--- src/rtl/tdm_demux2.sv ---
// Receive side of a two-channel TDM link: hunts for the frame marker, steers
// alternating slots into per-channel shift registers and emits completed words.
module tdm_demux2 #(
   parameter int WIDTH = 4
) (
   input  logic             clk,
   input  logic             rst,
   input  logic             en,
   input  logic             d,
   input  logic             sync,
   output logic [WIDTH-1:0] q0,
   output logic [WIDTH-1:0] q1,
   output logic             valid0,
   output logic             valid1,
   output logic             locked,
   output logic             err
);

   localparam int SLOTS = 2 * WIDTH;
   localparam int SW    = $clog2(SLOTS);
   localparam int BW    = SW - 1;
   localparam logic [SW-1:0] LAST0 = SW'(SLOTS - 2);
   localparam logic [SW-1:0] LAST1 = SW'(SLOTS - 1);

   typedef enum logic {HUNT, LOCKED} state_t;

   state_t           state_q;
   logic [SW-1:0]    slot_q;
   logic [WIDTH-1:0] sh0_q, sh1_q;
   logic [WIDTH-1:0] sh0_d, sh1_d;
   logic [BW-1:0]    bit_idx;
   logic             chan;

   assign chan    = slot_q[0];
   assign bit_idx = slot_q[SW-1:1];

   // Shift registers with the current slot's bit already written in place,
   // so a completing slot can load its full word in the same edge.
   genvar gi;
   generate
      for (gi = 0; gi < WIDTH; gi++) begin : g_bits
         assign sh0_d[gi] = (!chan && (bit_idx == BW'(gi))) ? d : sh0_q[gi];
         assign sh1_d[gi] = ( chan && (bit_idx == BW'(gi))) ? d : sh1_q[gi];
      end
   endgenerate

   always_ff @(posedge clk) begin
      if (rst) begin
         state_q <= HUNT;
         slot_q  <= '0;
         sh0_q   <= '0;
         sh1_q   <= '0;
         q0      <= '0;
         q1      <= '0;
         valid0  <= 1'b0;
         valid1  <= 1'b0;
         locked  <= 1'b0;
         err     <= 1'b0;
      end else begin
         valid0 <= 1'b0;
         valid1 <= 1'b0;
         err    <= 1'b0;
         if (en) begin
            case (state_q)
               HUNT: begin
                  if (sync) begin
                     sh0_q   <= {{(WIDTH-1){1'b0}}, d};
                     sh1_q   <= '0;
                     slot_q  <= SW'(1);
                     state_q <= LOCKED;
                     locked  <= 1'b1;
                  end
               end
               LOCKED: begin
                  if (slot_q == '0) begin
                     if (sync) begin
                        sh0_q  <= {{(WIDTH-1){1'b0}}, d};
                        sh1_q  <= '0;
                        slot_q <= SW'(1);
                     end else begin
                        // Lost the marker at the boundary: drop lock and hunt again.
                        err     <= 1'b1;
                        state_q <= HUNT;
                        locked  <= 1'b0;
                        slot_q  <= '0;
                     end
                  end else if (sync) begin
                     // Marker arrived early: resynchronise on this bit as slot 0.
                     err    <= 1'b1;
                     sh0_q  <= {{(WIDTH-1){1'b0}}, d};
                     sh1_q  <= '0;
                     slot_q <= SW'(1);
                  end else begin
                     sh0_q <= sh0_d;
                     sh1_q <= sh1_d;
                     if (slot_q == LAST0) begin
                        q0     <= sh0_d;
                        valid0 <= 1'b1;
                     end
                     if (slot_q == LAST1) begin
                        q1     <= sh1_d;
                        valid1 <= 1'b1;
                        slot_q <= '0;
                     end else begin
                        slot_q <= slot_q + 1'b1;
                     end
                  end
               end
               default: begin
                  state_q <= HUNT;
                  locked  <= 1'b0;
               end
            endcase
         end
      end
   end

endmodule

--- config.mk ---
export PLATFORM = sky130hd
export DESIGN_NAME = tdm_demux2
export DESIGN_NICKNAME = d
export VERILOG_FILES = /design/src/rtl/tdm_demux2.sv
export SDC_FILE = /design/constraint.sdc
export NUM_CORES = 1
export LEC_CHECK = 0
export CORE_MARGIN = 4
export CORE_UTILIZATION = 56
export DETAILED_ROUTE_END_ITERATION = 6
export HOLD_SLACK_MARGIN = 0.06
export PLACE_DENSITY = 0.92
export SLEW_MARGIN = 25
export SYNTH_ARGS = -nofsm -noshare
export SYNTH_HDL_FRONTEND = slang
export SYNTH_SLANG_ARGS = --single-unit
--- constraint.sdc ---
create_clock -name clk -period 3.4 [get_ports clk]
set_input_delay 0.68 -clock clk [delete_from_list [all_inputs] [get_ports clk]]
set_output_delay 0.68 -clock clk [all_outputs]
set_load 0.005 [all_outputs]
Word-level counts from Yosys, hierarchy flattened
Cells that the tools add are included.
Widths: inputs -> output; s select.
Storage, ports and cells
  memory bits (read-only): 0
  bits in writable memories: 0
  memories: 0
  logic and storage cells: 73
  input port bits: 5
  output and inout port bits: 12
  latch bits: 0
  register bits: 24
Cells by class
  muxes and demuxes: 33
  div/mod/pow operators: 0
  reduce and logical (&&, ||, !) cells: 17
  $lt $le $gt $ge: 0
  add/subtract/negate cells: 1
  bitwise operators: 4
  multipliers: 0
  eq/ne operators: 8
  shifts and indexed selects: 0
Operator list (number)
  $mux 4: 6
  $mux 1: 18
  $pmux 4 s2: 2
  $mux 3: 4
  $reduce_and 5->1: 2
  $logic_and 1x1->1: 8
  $eq 3x3->1 const B: 2
  $pmux 3 s2: 1
  $reduce_or 5->1: 1
  $eq 2x2->1 const B: 2
  $ne 2x2->1 const B: 2
  $not 1->1: 4
  $pmux 1 s2: 2
  $reduce_and 4->1: 1
  $add 3x1->3 const B: 1
  $logic_not 3->1: 1
  $reduce_or 3->1: 1
  $eq 2x1->1 const B: 1
  $logic_not 2->1: 1
  $ne 2x1->1 const B: 1
  $reduce_and 2->1: 1
  $logic_not 1->1: 1

Longest topological paths before layout
Gate-level depths: netlist of run 1.
  word-level depth: 6
  gate-level depth with buffers: 9
  gate-level depth less buffers: 7

Least setup slack after synthesis of run 1
OpenSTA, ideal clock, no wires.
  kind: reg-to-reg
  start point: register slot_q[1]
  end point: register q1[0]
  data arrival time: 1.923 ns
  cell stages (with the launch flop): 10
  setup time: 0.091 ns
  period minus slack after synthesis: 2.014 ns
  path buffers: 2
  data required time: 3.309 ns
  slack: 1.386 ns
  cells stage by stage: dfxtp_1 -> clkbuf_1 -> inv_1 -> ha_1 -> or2b_2 -> ha_1 -> and4_1 -> buf_2 -> nor2_1 -> a311oi_1
On the way
  word-level cells in the longest chain between the ends: 3
  elaborated cells on any way between the ends: 7
  classes of those cells: eq/ne: 1; mux: 1; bitwise: 1; reduce/logical: 4
RTL lines
  start, declared: RTL line 28  | logic [SW-1:0] slot_q;
  start signal, assigned: RTL line 105  | slot_q <= slot_q + 1'b1;
  $logic_not 3->1 / $logic_not 2->1 (equally long branches): RTL line 75, 43
  $not 1->1 (no source line) / $logic_and 1x1->1 (equally long branches)
  $reduce_and 5->1 (no source line) / $mux 1 (equally long branches)
  end signal, assigned: RTL line 54  | q1 <= '0;
  end signal, assigned: RTL line 101  | q1 <= sh1_d;
  end, declared: RTL line 12  | output logic [WIDTH-1:0] q1,
Parallel ways exist; a longest one is shown, timed or not.
A chain may end at the register's enable or synchronous reset.

Worst setup path after layout of run 1
  start point: register slot_q[0]
  end point: register q1[0]
On the way
  word-level cells in the longest chain between the ends: 3
  elaborated cells on any way between the ends: 6
  classes of those cells: eq/ne: 1; mux: 1; bitwise: 1; reduce/logical: 3
RTL lines
  $logic_not 3->1: RTL line 75  | if (slot_q == '0) begin
  $not 1->1 (no source line)
  $reduce_and 5->1 (no source line)
Parallel ways exist; a longest one is shown, timed or not.

==> impl_metrics.prom, run 1 <==
# TYPE chip_impl_metric gauge
chip_impl_info{name="outcome",value="finished, final reports clean"} 1
chip_impl_metric{name="nets",unit=""} 147
chip_impl_metric{name="design.core.area",unit="mm2"} 0.00196
chip_impl_metric{name="chipWidth",unit="um"} 53.6
chip_impl_metric{name="critical_path.max_stage_delay",unit="ns"} 0.67
chip_impl_metric{name="drt_wl_total",unit="um"} 2570
chip_impl_metric{name="row_count",unit=""} 16
chip_impl_metric{name="yosysSeqAreaShare",unit="%"} 41.3
chip_impl_metric{name="viasPerCell",unit=""} 6.08
chip_impl_info{name="cts_tree",value="yes"} 1
chip_impl_metric{name="clk_latency",unit="ns"} 0.31
chip_impl_info{name="unrepaired_setup_endpoints_after_global_routing",value="no"} 1
chip_impl_metric{name="groute.usage.overall",unit="%"} 20.7
chip_impl_metric{name="floorplan.initialDensity",unit="%"} 59.2
chip_impl_metric{name="final.setup.tns",unit="ns"} 0
chip_impl_metric{name="powerDensity",unit="mW/mm2"} 335
chip_impl_info{name="ctsRootBufferMaster",value="sky130_fd_sc_hd__clkbuf_4"} 1
chip_impl_info{name="commonest_cells_after_routing_fill_and_taps_aside",value="sky130_fd_sc_hd__dfxtp_1, sky130_fd_sc_hd__clkdlybuf4s50_1, sky130_fd_sc_hd__mux2i_1"} 1
chip_impl_metric{name="maximum_clock_path_buffer_count",unit=""} 2
chip_impl_metric{name="clock_sinks",unit=""} 24
chip_impl_metric{name="grt_overflow",unit=""} 0
chip_impl_metric{name="power.ir.vdd_worst",unit="mV"} 0.276
chip_impl_metric{name="muxShareOfSynthArea",unit="%"} 11.2
chip_impl_metric{name="fmaxAchievable",unit="MHz"} 420
chip_impl_metric{name="die_height",unit="um"} 53.6
chip_impl_info{name="critPathLaunchType",value="flop"} 1
chip_impl_metric{name="area_of_the_multi_input_gates",unit="um2"} 631
chip_impl_metric{name="place_hpwl",unit="um"} 1920
chip_impl_metric{name="grt_antenna_before_repair",unit=""} 0
chip_impl_metric{name="detail_route.iter0.violations",unit=""} 39
chip_impl_info{name="timing.critical_path.cells",value="inv_1 > ha_1 > or2b_2 > ha_1 > and4_1 > nor2_1 > a311oi_1"} 1
chip_impl_metric{name="dp_cells",unit=""} 158
chip_impl_info{name="timing.critical_path.mode_cell",value="sky130_fd_sc_hd__ha_1"} 1
chip_impl_metric{name="first_global_vias",unit=""} 909
chip_impl_metric{name="min_path_cells",unit=""} 2
chip_impl_info{name="kind_of_path_behind_the_tightest_hold_check",value="reg2reg"} 1
chip_impl_metric{name="ant_nets",unit=""} 0
chip_impl_metric{name="post_route_drc",unit=""} 0
chip_impl_info{name="crit_type",value="reg2reg"} 1
chip_impl_metric{name="fill_cells",unit=""} 159
chip_impl_metric{name="quantity_of_hold_fixing_buffers_added_after_cts",unit=""} 0
chip_impl_metric{name="finalWeightedCongestion",unit=""} 0.847
chip_impl_metric{name="top_level_ports",unit=""} 17
chip_impl_metric{name="worst_pin_slew",unit="ns"} 0.570
chip_impl_metric{name="syn-mean-instance-area",unit="um2"} 9.37
chip_impl_metric{name="cts-resized-gates",unit=""} 0
chip_impl_metric{name="detailedRoute.firstPassIterationCount",unit=""} 4
chip_impl_metric{name="final_setup_violation_count",unit=""} 0
chip_impl_metric{name="clkSlewWorstSetupHoldPaths",unit="ns"} 0.12
chip_impl_info{name="timing.critical_path.to_type",value="flop"} 1
chip_impl_metric{name="number_of_i_o_port_buffers",unit=""} 16
chip_impl_metric{name="via_total_after_detailed_routing",unit=""} 979
chip_impl_info{name="layout_commonest_cell",value="sky130_fd_sc_hd__dfxtp_1"} 1
chip_impl_info{name="yosysTopAreaCell",value="sky130_fd_sc_hd__dfxtp_1"} 1
chip_impl_metric{name="ys_seq_elements",unit=""} 24
chip_impl_metric{name="floorplan.die_area",unit="mm2"} 0.00287
chip_impl_metric{name="layout_worst_path_cycle_share",unit="%"} 70.1
chip_impl_metric{name="synth_compound_gate_area_share",unit="%"} 15.6
chip_impl_metric{name="htree_levels",unit=""} 1
chip_impl_metric{name="post_cts_buffers",unit=""} 0
chip_impl_metric{name="worstPathMaxFanout",unit=""} 17
chip_impl_metric{name="yosys.area_share.simple",unit="%"} 21.0
chip_impl_metric{name="static-leakage-power",unit="nW"} 0.507
chip_impl_metric{name="synth_warnings",unit=""} 0
chip_impl_metric{name="post_drt_wl_per_cell",unit="um"} 15.9
chip_impl_metric{name="syn_nets",unit=""} 135
chip_impl_metric{name="seqCellArea",unit="um2"} 480
chip_impl_metric{name="worst_ep_required_time",unit="ns"} 3.62
chip_impl_metric{name="synth_xor_xnor_area_share",unit="%"} 0
chip_impl_metric{name="grt_pass1_wl",unit="um"} 4220
chip_impl_metric{name="hold_viol",unit=""} 0
chip_impl_metric{name="timing.final.crit_period",unit="ns"} 2.38
chip_impl_info{name="cpMaxStageDelayCell",value="sky130_fd_sc_hd__dfxtp_1"} 1
chip_impl_info{name="synth_top_family_by_area",value="simple AND/OR/NAND/NOR gates"} 1
chip_impl_metric{name="yosysUniqueCellTypes",unit=""} 30
chip_impl_metric{name="max_transition_margin",unit="%"} 61.9
chip_impl_metric{name="rr_worst_depth",unit=""} 7
chip_impl_metric{name="maxCapViolCount",unit=""} 0
chip_impl_metric{name="slew_viol_final",unit=""} 0
chip_impl_metric{name="synth.cell_area",unit="mm2"} 0.00116
chip_impl_metric{name="tritoncts_buffers",unit=""} 3
chip_impl_metric{name="post_layout_nonfiller_instances",unit=""} 161
chip_impl_metric{name="cp_data_arrival_time",unit="ns"} 2.61
chip_impl_info{name="synth_top_cells_by_area",value="sky130_fd_sc_hd__dfxtp_1, sky130_fd_sc_hd__mux2i_1, sky130_fd_sc_hd__ha_1"} 1
chip_impl_metric{name="synth_cells",unit=""} 124
chip_impl_metric{name="drive_above_1_share",unit="%"} 5.22
chip_impl_metric{name="pin_count_of_the_biggest_net_entering_global_routing",unit=""} 19
chip_impl_metric{name="clock-skew-final",unit="ns"} 0.000440
chip_impl_metric{name="antennaDiodeCount",unit=""} 0
chip_impl_metric{name="synth.top_cell.area_share",unit="%"} 41.3
chip_impl_metric{name="synth_adder_area_share",unit="%"} 6.46
chip_impl_metric{name="flow.area_growth_from_synthesis",unit="%"} 15.5
-- path summary, 6_finish.rpt --
path | slack (ns) | startpoint | endpoint
max reg2reg | 1.02 | slot_q[0] | q1[0]
min | 0.47 | sh0_q[1] | sh0_q[1]
min reg2reg | 0.47 | sh0_q[1] | sh0_q[1]
max | 1.02 | slot_q[0] | q1[0]
-- cell type report --
| class | count | area share (%) |
|---|---|---|
| Sequential cell | 24 | 35.8 |
| Timing Repair Buffer | 16 | 11.9 |
| Multi-Input combinational cell | 87 | 47.0 |
| Tap cell | 27 | 2.52 |
| Inverter | 4 | 1.12 |
| Clock buffer | 3 | 1.68 |
-- Yosys cell counts, drive strengths merged --
library cell   n
buf            2
and4           2
and2           3
clkbuf         7
o31ai          2
nor4           3
mux2i         13
a22oi          1
nor3b          2
and3           1
nand4          5
nand2          9
a32o           2
a21oi          8
nor2           6
or2b           1
nand2b         4
nand3          2
a32oi          1
a311oi         1
dfxtp         24
ha             6
o21ai          2
a211oi         9
inv            4
or4            1
nand3b         3
-- registers in the layout (all words and copies together), names as in the netlist --
register / count
q1: 4
locked: 1
valid0: 1
state_q: 1
valid1: 1
q0: 4
sh0_q: 4
slot_q: 3
sh1_q: 4
err: 1
-- power by group --
group          switching (mW)  internal [mW]  leakage (nW)
combinational          0.0239         0.0151         0.299
sequential            0.00679          0.285         0.194
clock                  0.0776         0.0414        0.0138
total                   0.108          0.341         0.507
-- critical path, delay by kind of cell, from the launching register on --
kind / cells / cell delay, ns
buf+inv: 1 / 0.24
compound gates: 1 / 0.22
simple gates: 3 / 0.64
flops: 1 / 0.67
fa+ha+maj: 2 / 0.53
-- logic make-up (layout without fill, tap and decap cells) --
kind of cell	Yosys count	after routing
DFF	24	24
adders and majority gates	6	6
muxes	13	13
and+or+nand+nor	42	42
AOI/OAI and AO/OA	26	26
buffers and inverters	13	23
-- through the flow --
stage | hold WS, ns | instance area [um2] | setup WS (ns) | util (%) | power [mW]
6_report | 0.469 | 1340 | 1.02 | 68.4 | 0.449
5_1_grt | 0.496 | 1340 | 0.847 | 68.4 | 0.465
3_5_place_dp | 0.454 | 1320 | 0.988 | 67.3 | 0.335
4_1_cts | 0.471 | 1340 | 1.05 | 68.4 | 0.451
2_1_floorplan | 0.431 | 1160 | 1.39 | - | 0.321
3_3_place_gp | 0.445 | 1320 | 1.09 | 67.3 | 0.334
-- layer usage --
metal | wire [um] | vias to the layer above | GRT usage [%]
met3 | 143 | 7 | 2.49
met4 | 53 | 0 | 11.5
met2 | 1300 | 39 | 36.1
met5 | 0 | - | 0
met1 | 1070 | 459 | 24.3
li1 | - | 474 | -
Power figures use the tool's default switching activity.
==> run 2: changes to the inputs <==
--- a/config.mk
+++ b/config.mk
@@ -6,10 +6,10 @@
 export NUM_CORES = 1
 export LEC_CHECK = 0
 export CORE_MARGIN = 4
-export CORE_UTILIZATION = 56
+export CORE_UTILIZATION = 47
 export DETAILED_ROUTE_END_ITERATION = 6
 export HOLD_SLACK_MARGIN = 0.06
-export PLACE_DENSITY = 0.92
+export PLACE_DENSITY = 0.83
 export SLEW_MARGIN = 25
 export SYNTH_ARGS = -nofsm -noshare
 export SYNTH_HDL_FRONTEND = slang
==> constraint.sdc (replaced) <==
create_clock -name clk -period 2.1 [get_ports clk]
set_input_delay 0.42 -clock clk [delete_from_list [all_inputs] [get_ports clk]]
set_output_delay 0.42 -clock clk [all_outputs]
set_load 0.005 [all_outputs]
==> impl_metrics.prom, run 2 (synthesis results as in run 1) <==
# TYPE chip_impl_metric gauge
chip_impl_info{name="outcome",value="finished, final reports clean"} 1
chip_impl_metric{name="antennaDiodeCount",unit=""} 0
chip_impl_info{name="kind_of_path_behind_the_tightest_hold_check",value="reg2reg"} 1
chip_impl_metric{name="top_level_ports",unit=""} 17
chip_impl_metric{name="dp_cells",unit=""} 166
chip_impl_metric{name="grt_pass1_wl",unit="um"} 4380
chip_impl_metric{name="number_of_i_o_port_buffers",unit=""} 16
chip_impl_metric{name="fmaxAchievable",unit="MHz"} 535
chip_impl_info{name="cts_tree",value="yes"} 1
chip_impl_info{name="unrepaired_setup_endpoints_after_global_routing",value="no"} 1
chip_impl_info{name="commonest_cells_after_routing_fill_and_taps_aside",value="sky130_fd_sc_hd__dfxtp_1, sky130_fd_sc_hd__clkdlybuf4s50_1, sky130_fd_sc_hd__mux2i_1"} 1
chip_impl_metric{name="hold_viol",unit=""} 0
chip_impl_info{name="timing.critical_path.mode_cell",value="sky130_fd_sc_hd__ha_1"} 1
chip_impl_info{name="min-delay-start",value="sh0_q[1]"} 1
chip_impl_info{name="timing.critical_path.to_type",value="flop"} 1
chip_impl_metric{name="timing.final.crit_period",unit="ns"} 1.87
chip_impl_metric{name="rr_worst_depth",unit=""} 6
chip_impl_info{name="timing.hold.worst_endpoint",value="sh0_q[1]"} 1
chip_impl_metric{name="post_drt_wl_per_cell",unit="um"} 14.8
chip_impl_metric{name="drt_wl_total",unit="um"} 2510
chip_impl_info{name="cp_top_family",value="simple AND/OR/NAND/NOR gates"} 1
chip_impl_metric{name="worstPathMaxFanout",unit=""} 8
chip_impl_info{name="critPathLaunchType",value="flop"} 1
chip_impl_metric{name="clock_sinks",unit=""} 24
chip_impl_metric{name="clk_latency",unit="ns"} 0.32
chip_impl_metric{name="flow.area_growth_from_synthesis",unit="%"} 21.3
chip_impl_metric{name="slew_viol_final",unit=""} 0
chip_impl_metric{name="finalWeightedCongestion",unit=""} 0.818
chip_impl_metric{name="clkSlewWorstSetupHoldPaths",unit="ns"} 0.14
chip_impl_metric{name="post-layout-total-power",unit="mW"} 0.791
chip_impl_metric{name="nets",unit=""} 154
chip_impl_metric{name="die_height",unit="um"} 57.7
chip_impl_metric{name="power.ir.vdd_worst",unit="mV"} 0.323
chip_impl_metric{name="post_dp_cell_area",unit="mm2"} 0.00137
chip_impl_info{name="layout_commonest_cell",value="sky130_fd_sc_hd__dfxtp_1"} 1
chip_impl_metric{name="pin_count_of_the_biggest_net_entering_global_routing",unit=""} 17
chip_impl_metric{name="cp_data_arrival_time",unit="ns"} 2.11
chip_impl_metric{name="maximum_clock_path_buffer_count",unit=""} 2
chip_impl_metric{name="post_cts_buffers",unit=""} 0
chip_impl_metric{name="timing.critical_path.buf_inv",unit=""} 1
chip_impl_metric{name="place_hpwl",unit="um"} 1890
chip_impl_info{name="crit_type",value="reg2reg"} 1
chip_impl_metric{name="cts-resized-gates",unit=""} 0
chip_impl_info{name="rr_startpoint",value="slot_q[0]"} 1
chip_impl_metric{name="groute.usage.overall",unit="%"} 16.9
chip_impl_metric{name="final.setup.tns",unit="ns"} 0
chip_impl_info{name="timing.critical_path.cells",value="inv_1 > ha_1 > or2b_2 > ha_1 > and4_1 > a211oi_1"} 1
chip_impl_metric{name="worst_ep_required_time",unit="ns"} 2.34
chip_impl_metric{name="layout_worst_path_cycle_share",unit="%"} 89.0
chip_impl_metric{name="floorplan.die_area",unit="mm2"} 0.00333
chip_impl_metric{name="detailedRoute.firstPassIterationCount",unit=""} 4
chip_impl_metric{name="fin_area",unit="mm2"} 0.00141
chip_impl_metric{name="row_count",unit=""} 17
chip_impl_metric{name="max_transition_margin",unit="%"} 73.4
chip_impl_metric{name="htree_levels",unit=""} 1
chip_impl_metric{name="maxCapViolCount",unit=""} 0
chip_impl_metric{name="grt_antenna_before_repair",unit=""} 0
chip_impl_info{name="ctsRootBufferMaster",value="sky130_fd_sc_hd__clkbuf_4"} 1
chip_impl_metric{name="detail_route.iter0.violations",unit=""} 22
chip_impl_metric{name="static-leakage-power",unit="nW"} 0.550
chip_impl_metric{name="critical_path.max_stage_delay",unit="ns"} 0.34
chip_impl_metric{name="min_path_cells",unit=""} 2
chip_impl_info{name="critical_path.reg2reg.endpoint",value="q1[1]"} 1
chip_impl_metric{name="r2r_setup_slack",unit="ns"} 0.23
chip_impl_metric{name="floorplan.initialDensity",unit="%"} 51.1
chip_impl_metric{name="worst_pin_slew",unit="ns"} 0.396
chip_impl_metric{name="via_total_after_detailed_routing",unit=""} 991
chip_impl_metric{name="powerDensity",unit="mW/mm2"} 561
chip_impl_metric{name="final_setup_violation_count",unit=""} 0
chip_impl_metric{name="post_layout_nonfiller_instances",unit=""} 170
chip_impl_metric{name="chipWidth",unit="um"} 57.7
chip_impl_info{name="cpMaxStageDelayCell",value="sky130_fd_sc_hd__dfxtp_1"} 1
chip_impl_metric{name="first_global_vias",unit=""} 904
chip_impl_metric{name="quantity_of_hold_fixing_buffers_added_after_cts",unit=""} 0
chip_impl_metric{name="design.core.area",unit="mm2"} 0.00228
chip_impl_metric{name="clock-skew-final",unit="ns"} 0.00677
chip_impl_metric{name="grt_overflow",unit=""} 0
chip_impl_metric{name="post_route_drc",unit=""} 0
chip_impl_metric{name="drive_above_1_share",unit="%"} 10.6
chip_impl_metric{name="ant_nets",unit=""} 0
chip_impl_metric{name="tritoncts_buffers",unit=""} 3
chip_impl_metric{name="viasPerCell",unit=""} 5.83
run 2: area by class of cell:
class | instances | area, um2
timing repair buffer | 23 | 213
multi-input combinational | 87 | 631
fill | 196 | 866
inverter | 4 | 15.0
tap | 28 | 35.0
clock buffer | 4 | 36.3
sequential | 24 | 480
run 2: power breakdown:
part	internal (mW)	switching [mW]	leakage, nW	total, mW
clock	0.106	0.144	0.0210	0.250
sequential	0.461	0.00407	0.194	0.465
combinational	0.0311	0.0452	0.335	0.0764
run 2: layer usage:
layer	vias up	part of all wire (%)	global-route usage, %
met1	468	44	20.6
met4	0	1.8	7.95
met5	-	0	0
li1	491	-	-
met3	4	4.9	3.12
met2	28	50	28.5
run 2: through the flow:
stage | hold WS [ns] | util (%) | setup slack, ns
6_report | 0.483 | 62.0 | 0.232
5_1_grt | 0.509 | 62.0 | 0.103
4_1_cts | 0.483 | 62.0 | 0.226
3_5_place_dp | 0.464 | 60.4 | 0.104
3_3_place_gp | 0.441 | 60.4 | 0.197
2_1_floorplan | 0.431 | - | 0.0863
run 2: tightest hold or removal path: stages (launching register included):
cell and delay (ns):
sky130_fd_sc_hd__dfxtp_1 0.34, sky130_fd_sc_hd__nand2_1 0.05, sky130_fd_sc_hd__mux2i_1 0.06
run 2: how the worst max path moves through the flow:
| stage | depth (start not counted) | to | slack [ns] | from |
|---|---|---|---|---|
| 4_1_cts | 6 | q1[1] | 0.23 | slot_q[0] |
| 3_5_place_dp | 4 | slot_q[0] | 0.10 | en |
| 6_report | 6 | q1[1] | 0.23 | slot_q[0] |
| 5_1_grt | 7 | q0[3] | 0.10 | slot_q[0] |
| 3_3_place_gp | 4 | slot_q[0] | 0.20 | en |
| 2_1_floorplan | 9 | q1[0] | 0.09 | slot_q[1] |
